==> config.mk <==
export PLATFORM = sky130hd
export DESIGN_NAME = mem_arbiter
export DESIGN_NICKNAME = d
export VERILOG_FILES = /design/src/rtl/mem_arbiter.sv
export SDC_FILE = /design/constraint.sdc
export NUM_CORES = 1
export LEC_CHECK = 0
export ABC_AREA = 1
export BUFFER_PORTS_ARGS = -buffer_cell sky130_fd_sc_hd__buf_2
export CAP_MARGIN = 30
export CORE_MARGIN = 5
export CORE_UTILIZATION = 46
export CTS_CLUSTER_DIAMETER = 40
export DETAILED_ROUTE_END_ITERATION = 8
export PLACE_DENSITY = 0.9
export SYNTH_ARGS = -nofsm -noshare
export SYNTH_HDL_FRONTEND = slang
export SYNTH_SLANG_ARGS = --single-unit
==> constraint.sdc <==
create_clock -name CLK -period 2.6 [get_ports CLK]
set_clock_uncertainty 0.05 [all_clocks]
set_input_delay 0.65 -clock CLK [delete_from_list [all_inputs] [get_ports CLK]]
set_output_delay 0.65 -clock CLK [all_outputs]
set_load 0.05 [all_outputs]
==> src/rtl/mem_arbiter.sv <==
// mem_arbiter: arbitrates instruction-fetch and data-memory requests onto a
// single-ported RAM. Data requests have priority; a saturating starvation
// counter forces one fetch through after STARVE_MAX data grants taken while a
// fetch was waiting.
// Optional feature macro: MEM_ARBITER_IBUF_EN compiles in a one-entry fetch
// buffer (valid, tag, data) that answers repeated fetches without the RAM.
module mem_arbiter #(
  parameter int STARVE_MAX = 4
) (
  input  logic        CLK,
  input  logic        RST,
  // instruction fetch port
  input  logic        iREN,
  input  logic [31:0] iaddr,
  output logic        iwait,
  output logic [31:0] iload,
  // data port
  input  logic        dREN,
  input  logic        dWEN,
  input  logic [31:0] daddr,
  input  logic [31:0] dstore,
  output logic        dwait,
  output logic [31:0] dload,
  // RAM port
  output logic        ramREN,
  output logic        ramWEN,
  output logic [31:0] ramaddr,
  output logic [31:0] ramstore,
  input  logic [31:0] ramload,
  input  logic        ramready
);

  typedef enum logic [1:0] {
    IDLE  = 2'd0,
    DATA  = 2'd1,
    INSTR = 2'd2
  } state_t;

  localparam logic [2:0] STARVE_LIMIT = 3'(STARVE_MAX);

  state_t      state_reg, state_next;
  logic [2:0]  starve_cnt_reg, starve_cnt_next;
  // address/data/op captured at grant time; the requester may change its
  // inputs afterwards (writes must still complete with the captured value)
  logic [31:0] addr_reg, addr_next;
  logic [31:0] store_reg, store_next;
  logic        wen_reg, wen_next;

  logic        data_req;
  logic        forced_instr;
  logic        fetch_done;
  logic        data_done;
  logic        ibuf_fill;      // INSTR completion: refresh the fetch buffer
  logic        wr_complete;    // RAM write finished at addr_reg
  logic        ibuf_hit;
  logic [31:0] ibuf_rdata;

  assign data_req     = dREN | dWEN;
  assign forced_instr = (starve_cnt_reg == STARVE_LIMIT) && iREN;

  // wait is simply "requesting and not finishing this cycle", so an idle
  // requester always sees wait low
  assign iwait = iREN && !fetch_done;
  assign dwait = data_req && !data_done;

`ifdef MEM_ARBITER_IBUF_EN
  logic        ibuf_valid_reg;
  logic [31:0] ibuf_tag_reg;
  logic [31:0] ibuf_data_reg;

  assign ibuf_hit   = ibuf_valid_reg && (ibuf_tag_reg == iaddr);
  assign ibuf_rdata = ibuf_data_reg;

  // fetch buffer: filled by every completed RAM fetch, dropped when a write
  // lands on the buffered address so stale instructions are never served
  always_ff @(posedge CLK) begin
    if (RST) begin
      ibuf_valid_reg <= 1'b0;
      ibuf_tag_reg   <= '0;
      ibuf_data_reg  <= '0;
    end else if (ibuf_fill) begin
      ibuf_valid_reg <= 1'b1;
      ibuf_tag_reg   <= addr_reg;
      ibuf_data_reg  <= ramload;
    end else if (wr_complete && (addr_reg == ibuf_tag_reg)) begin
      ibuf_valid_reg <= 1'b0;
    end
  end
`else
  // no buffer: every fetch goes to the RAM
  logic ibuf_unused;
  assign ibuf_hit    = 1'b0;
  assign ibuf_rdata  = '0;
  assign ibuf_unused = ibuf_fill ^ wr_complete;
`endif

  // state, starvation counter and request latches
  always_ff @(posedge CLK) begin
    if (RST) begin
      state_reg      <= IDLE;
      starve_cnt_reg <= '0;
      addr_reg       <= '0;
      store_reg      <= '0;
      wen_reg        <= 1'b0;
    end else begin
      state_reg      <= state_next;
      starve_cnt_reg <= starve_cnt_next;
      addr_reg       <= addr_next;
      store_reg      <= store_next;
      wen_reg        <= wen_next;
    end
  end

  // next-state, RAM handshake and completion decode
  always_comb begin
    state_next      = state_reg;
    starve_cnt_next = starve_cnt_reg;
    addr_next       = addr_reg;
    store_next      = store_reg;
    wen_next        = wen_reg;
    ramREN          = 1'b0;
    ramWEN          = 1'b0;
    ramaddr         = '0;
    ramstore        = '0;
    fetch_done      = 1'b0;
    data_done       = 1'b0;
    iload           = '0;
    dload           = '0;
    ibuf_fill       = 1'b0;
    wr_complete     = 1'b0;

    case (state_reg)
      IDLE: begin
        if (data_req && !forced_instr) begin
          state_next = DATA;
          addr_next  = daddr;
          store_next = dstore;
          wen_next   = dWEN;
          // count data grants that made a pending fetch wait
          if (iREN && (starve_cnt_reg != STARVE_LIMIT)) begin
            starve_cnt_next = starve_cnt_reg + 3'd1;
          end
        end else if (iREN) begin
          if (ibuf_hit && !data_req) begin
            // buffer hit: answered in this cycle, RAM untouched
            fetch_done = 1'b1;
            iload      = ibuf_rdata;
          end else begin
            state_next      = INSTR;
            addr_next       = iaddr;
            store_next      = '0;
            wen_next        = 1'b0;
            starve_cnt_next = '0;
          end
        end
      end

      DATA: begin
        ramaddr  = addr_reg;
        ramstore = store_reg;
        ramWEN   = wen_reg;
        ramREN   = !wen_reg;
        if (wen_reg) begin
          // a granted write always runs to completion
          if (ramready) begin
            data_done   = 1'b1;
            wr_complete = 1'b1;
            state_next  = IDLE;
          end
        end else if (!dREN) begin
          // read withdrawn: abandon silently
          state_next = IDLE;
        end else if (ramready) begin
          data_done  = 1'b1;
          dload      = ramload;
          state_next = IDLE;
        end
      end

      INSTR: begin
        ramaddr = addr_reg;
        ramREN  = 1'b1;
        if (!iREN || (iaddr != addr_reg)) begin
          // fetch withdrawn or redirected: any ramready now belongs to the
          // stale address and is discarded
          state_next = IDLE;
        end else if (ramready) begin
          fetch_done = 1'b1;
          iload      = ramload;
          ibuf_fill  = 1'b1;
          state_next = IDLE;
        end
      end

      default: begin
        state_next = IDLE;
      end
    endcase
  end

endmodule

## Yosys cells after proc, flatten, opt, wreduce, memory -nomap -nowiden

Cells that the tools add are included.

| storage, ports and cells | value |
|---|---|
| register bits | 70 |
| input port bits | 134 |
| output and inout port bits | 132 |
| logic and storage cells | 62 |

| cells by class | value |
|---|---|
| add/sub/neg operators | 1 |
| eq/ne operators | 7 |
| mux-type cells | 32 |
| bitwise logic cells | 1 |
| reduce and logical (&&, ||, !) cells | 16 |

Operator list:

| cell | count |
|---|---|
| two-way mux 32 bit | 12 |
| inequality test 32 bit | 1 |
| two-way mux 2 bit | 6 |
| two-way mux 1 bit | 9 |
| two-way mux 3 bit | 3 |
| inequality test 3 bit, second input constant | 2 |
| case mux 2 bit (3 select lines) | 1 |
| logical AND 1 bit | 5 |
| logical NOT 1 bit | 5 |
| adder 3 x 1 -> 3 bit, second input constant | 1 |
| equality test 3 bit, second input constant | 1 |
| AND reduction 3 bit | 1 |
| equality test 2 x 1 -> 1 bit, second input constant | 1 |
| equality test 2 bit, second input constant | 1 |
| logical NOT 2 bit | 1 |
| inequality test 2 x 1 -> 1 bit, second input constant | 1 |
| case mux 1 bit (2 select lines) | 1 |
| AND reduction 2 bit | 1 |
| nonzero test 2 bit | 1 |
| OR reduction 2 bit | 1 |
| logical OR 1 bit | 1 |
| OR 1 bit | 1 |

## Depth between registers and ports, before layout

| depth | value |
|---|---|
| depth in word-level cells | 6 |
| mapped depth | 14 |
| gate-level depth less buffers | 14 |

## Worst setup path before layout

OpenSTA, ideal clock, no wires.

| timing | value |
|---|---|
| path type | input -> output |
| start | input iaddr[3] |
| end | output iload[10] |
| arrival time | 2.235 ns |
| data required time | 1.900 ns |
| path slack | -0.335 ns |
| stages | 9 |
| cell sequence | inv_1 nand2_1 o21ai_0 nor4_1 nand4_1 nor2_1 nand3_2 buf_6 nor2_1 |

| on the way | value |
|---|---|
| longest elaborated chain between the ends | 4 |

Ends and longest elaborated chain:

| element | line | source |
|---|---|---|
| from (decl) | 14 | `input logic [31:0] iaddr,` |
| inequality test 32 bit | 183 | `if (!iREN \|\| (iaddr != addr_reg)) begin` |
| logical OR 1 bit | 183 |  |
| two-way mux 32 bit | 183 |  |
| two-way mux 32 bit | -- |  |
| to (decl) | 16 | `output logic [31:0] iload,` |

No other way between the ends.

## Final worst setup path

| timing | value |
|---|---|
| start | input iaddr[8] |
| end | output iload[28] |

The elaborated chain is that of the path after synthesis.

==> impl_metrics.py <==
metrics = {
    "yosys": {
        "synth-seq-cells": 70,
        "yosysWarningCount": 0,
        "synth-main-ff-cell": "dfxtp_1",
        "syn-cell-area_um2": 4890,
        "synth_cells": 843,
        "synth_edf_count": 0,
        "synth_nets": 983,
        "synth_xor_area_frac": 0.0143,
        "synth-compound-area-share": 0.160,
        "syn_avg_cell_area_um2": 5.80,
        "synthSimpleGateAreaFrac": 0.322,
        "synth_cell_type_count": 31,
        "ys_async_sr_fraction": 0,
        "synth.yosys.seq_area_share": 0.287,
        "synth_fa_ha_area_frac": 0.0153,
        "synth_top_family_by_area": "simple AND/OR/NAND/NOR gates",
        "synth_mux_area_frac": 0,
    },
    "placed_design": {
        "port_buffers": 265,
        "place_inst": 1263,
        "gp_congestion": 0.974,
        "dp_hpwl_um": 14300,
        "dp_worst_setup_slack_ns": -0.469,
    },
    "drt": {
        "vias": 7327,
        "first_pass_iters": 5,
        "drt_iter0_markers": 961,
        "vias_per_cell": 5.51,
        "remaining_drc_errors": 0,
        "post_drt_wl_per_cell_um": 17.9,
        "postRouteAntennaNets": 0,
        "routed_wl_um": 23800,
    },
    "floorplan": {
        "dieArea_um2": 12800,
        "start_util": 0.472,
        "io_pins": 266,
        "rows": 37,
        "die_x_um": 113,
        "die_h_um": 113,
        "core_um2": 10400,
    },
    "critical_path": {
        "endpoint_kind": "output port",
        "critPathMaxStageDelay_ns": 0.27,
        "critPathRequiredTime_ns": 1.90,
        "rr_startpoint": "addr_reg[5]$_SDFFE_PP0P_",
        "startpoint": "iaddr[8]",
        "crit_cells": 10,
        "cp_slowest_cell": "nor4_2",
        "path_buf_inv": 3,
        "crit_type": "primary input to output port",
        "ff2ff_path_depth": 26,
        "critPathCapture": "iload[28]",
        "r2r-end": "state_reg[1]$_SDFFE_PP0P_",
        "arrival_ns": 2.31,
        "cp-start-kind": "primary input",
        "reg2reg_slack_ns": -0.35,
        "path_cells": "buf_2, nand2_1, o21ai_0, nor4_2, nand4_1, nor2_2, nand3_4, buf_16, nor2_4, buf_6",
        "cp_max_fo": 7,
        "path_delay_family": "simple AND/OR/NAND/NOR gates",
    },
    "global_route": {
        "first_global_vias": 6802,
        "antenna_found_initial": 4,
        "gr-total-overflow": 0,
        "grt_max_degree": 96,
        "grt_use_total": 0.322,
        "grt_pass1_wl_um": 33400,
    },
    "clock_network": {
        "clk_pin_slew_ns": 0.08,
        "insertion_delay_ns": 0.36,
        "htree_levels": 3,
        "cts_buffers": 9,
        "root_buffer": "clkbuf_8",
        "cts-hold-fix-buffers": 0,
        "numClockSinks": 70,
        "clock_path_buffers": 2,
        "cts_tree": "done",
    },
    "final_layout": {
        "nNetsFinal": 1324,
        "final_util": 0.811,
        "drive_above_1_share": 0.424,
        "ff_latch_area_um2": 1430,
        "multiInputGateArea_um2": 3010,
        "final_cells": 1330,
        "fillCellCount": 633,
        "area_growth_pct": 71.9,
    },
    "power_and_ir_drop": {
        "ir_drop_mv": 0.274,
        "p_sw_frac": 0.431,
        "internal-power_uw": 2160,
        "total_leakage_power_uw": 0.00489,
        "power.share.clock": 0.233,
        "p_switching_uw": 1640,
        "p_per_area_nw_per_um2": 452,
        "seqPwrFrac": 0.343,
        "combPwrFrac": 0.424,
    },
    "timing": {
        "setup_slack_ns": -0.412,
        "worst_pin_slew_ns": 0.662,
        "fmax_ghz": 0.332,
        "max_slew_margin": 0.556,
        "setup_violations": 35,
        "rsz0062_at_grt": "true",
        "setup_tns_ns": -13.44,
        "hold_violations": 0,
        "period_share": 1.16,
        "fin_crit_ns": 3.01,
        "fin_hold_ws_ns": 0.415,
        "maxSlewViolCount": 0,
    },
    "job": {
        "maxCapViolations": 0,
    },
    "worst_hold_path": {
        "hold_path.startpoint": "store_reg[29]$_SDFFE_PP0P_",
        "hp-class": "flop to flop",
        "whs_path_depth": 2,
    },
    "status": {
        "violations": "negative setup slack",
        "status": "finished, violations left",
    },
}
cell usage in the layout, fill, tap and decap left out, drive strengths merged, types with 5 or more instances in the layout:
| cell type | netlist | layout |
|---|---|---|
| nand4 | 5 | 5 |
| xnor2 | 5 | 5 |
| nor3 | 34 | 34 |
| a21oi | 40 | 40 |
| ha | 6 | 6 |
| inv | 205 | 209 |
| clkbuf | 32 | 11 |
| nor2 | 58 | 58 |
| dfxtp | 70 | 70 |
| buf | 15 | 375 |
| diode | 0 | 5 |
| nand3 | 43 | 43 |
| o211ai | 61 | 61 |
| o21ai | 16 | 16 |
| nand2 | 240 | 240 |
worst reg2reg max path, stage by stage, from the launching register on:
cell and delay (ns):
dfxtp_2 0.37, nand2_2 0.07, buf_4 0.13, buf_4 0.12
buf_4 0.12, buf_4 0.13, buf_4 0.13, buf_4 0.12
buf_4 0.12, buf_4 0.13, buf_4 0.13, buf_4 0.13
buf_4 0.13, buf_4 0.13, buf_4 0.12, nand2_1 0.06
inv_1 0.04, nand2_1 0.07, nor2_1 0.05, nand2_1 0.06
nor2_1 0.04, nand3_2 0.08, nand2_2 0.06, nand2_1 0.08
nand2_1 0.05, nand2_1 0.05, a21oi_1 0.05
per-layer routing:
metal | part of all wire | routed length [um] | vias to the layer above | GRT usage
met5 | 0 | 0 | - | 0
met4 | 0.069 | 1640 | 0 | 0.212
met3 | 0.097 | 2300 | 163 | 0.0658
met2 | 0.48 | 11500 | 589 | 0.541
met1 | 0.35 | 8310 | 3295 | 0.370
li1 | - | - | 3280 | -
synth_stat cells, drive strengths merged, types with 6 or more instances:
master,count,share of area
a21oi,40,0.042
buf,15,0.018
clkbuf,32,0.025
dfxtp,70,0.29
ha,6,0.015
inv,205,0.16
nand2,240,0.18
nand3,43,0.045
nor2,58,0.046
nor3,34,0.036
o211ai,61,0.094
o21ai,16,0.016
metrics by stage:
step | cell area, um2 | power, uW
3_3_place_gp | 7010 | 2570
2_1_floorplan | 5110 | 2140
4_1_cts | 7990 | 3610
6_report | 8410 | 3800
3_5_place_dp | 7010 | 2600
5_1_grt | 8400 | 3960
timing repair:
| action | 4_1_cts | 5_1_grt |
|---|---|---|
| pin swaps | 15 | 7 |
| gates resized for setup | 167 | 103 |
| endpoints found under the hold margin | 0 | 0 |
| setup buffers | 42 | 1 |
| cloned | 1 | 2 |
| endpoints found under the setup margin | 46 | 133 |
power groups by stage:
| stage | registers, uW | logic (uW) | clock network (uW) |
|---|---|---|---|
| finish | 1310 | 1610 | 884 |
| detailed placement | 1310 | 1300 | 0 |
| floorplan | 1290 | 854 | 0 |
| global placement | 1300 | 1270 | 0 |
| CTS | 1290 | 1450 | 874 |
| global route | 1320 | 1710 | 935 |
cell families after synthesis:
group | count (synthesis)
xor+xnor | 8
simple gates | 384
fa+ha+maj | 6
flops | 70
compound gates | 122
buf+inv | 253
area by class of cell:
cell class,instances,area share
diodes,5,0.00149
clock buffers,9,0.0147
clock inverters,7,0.00744
inverters,206,0.0929
multi-input cells,520,0.359
flip-flops and latches,70,0.170
well taps,136,0.0202
repair buffers,377,0.335
how the worst min path moves through the flow:
stage / endpoint / slack [ns]
after floorplan: store_reg[0]$_SDFFE_PP0P_ / 0.39
final: store_reg[29]$_SDFFE_PP0P_ / 0.42
after detailed placement: store_reg[10]$_SDFFE_PP0P_ / 0.40
after CTS: store_reg[25]$_SDFFE_PP0P_ / 0.42
after global placement: store_reg[14]$_SDFFE_PP0P_ / 0.40
after global routing: store_reg[13]$_SDFFE_PP0P_ / 0.43
Note: power is estimated with default switching activity, not from simulation.
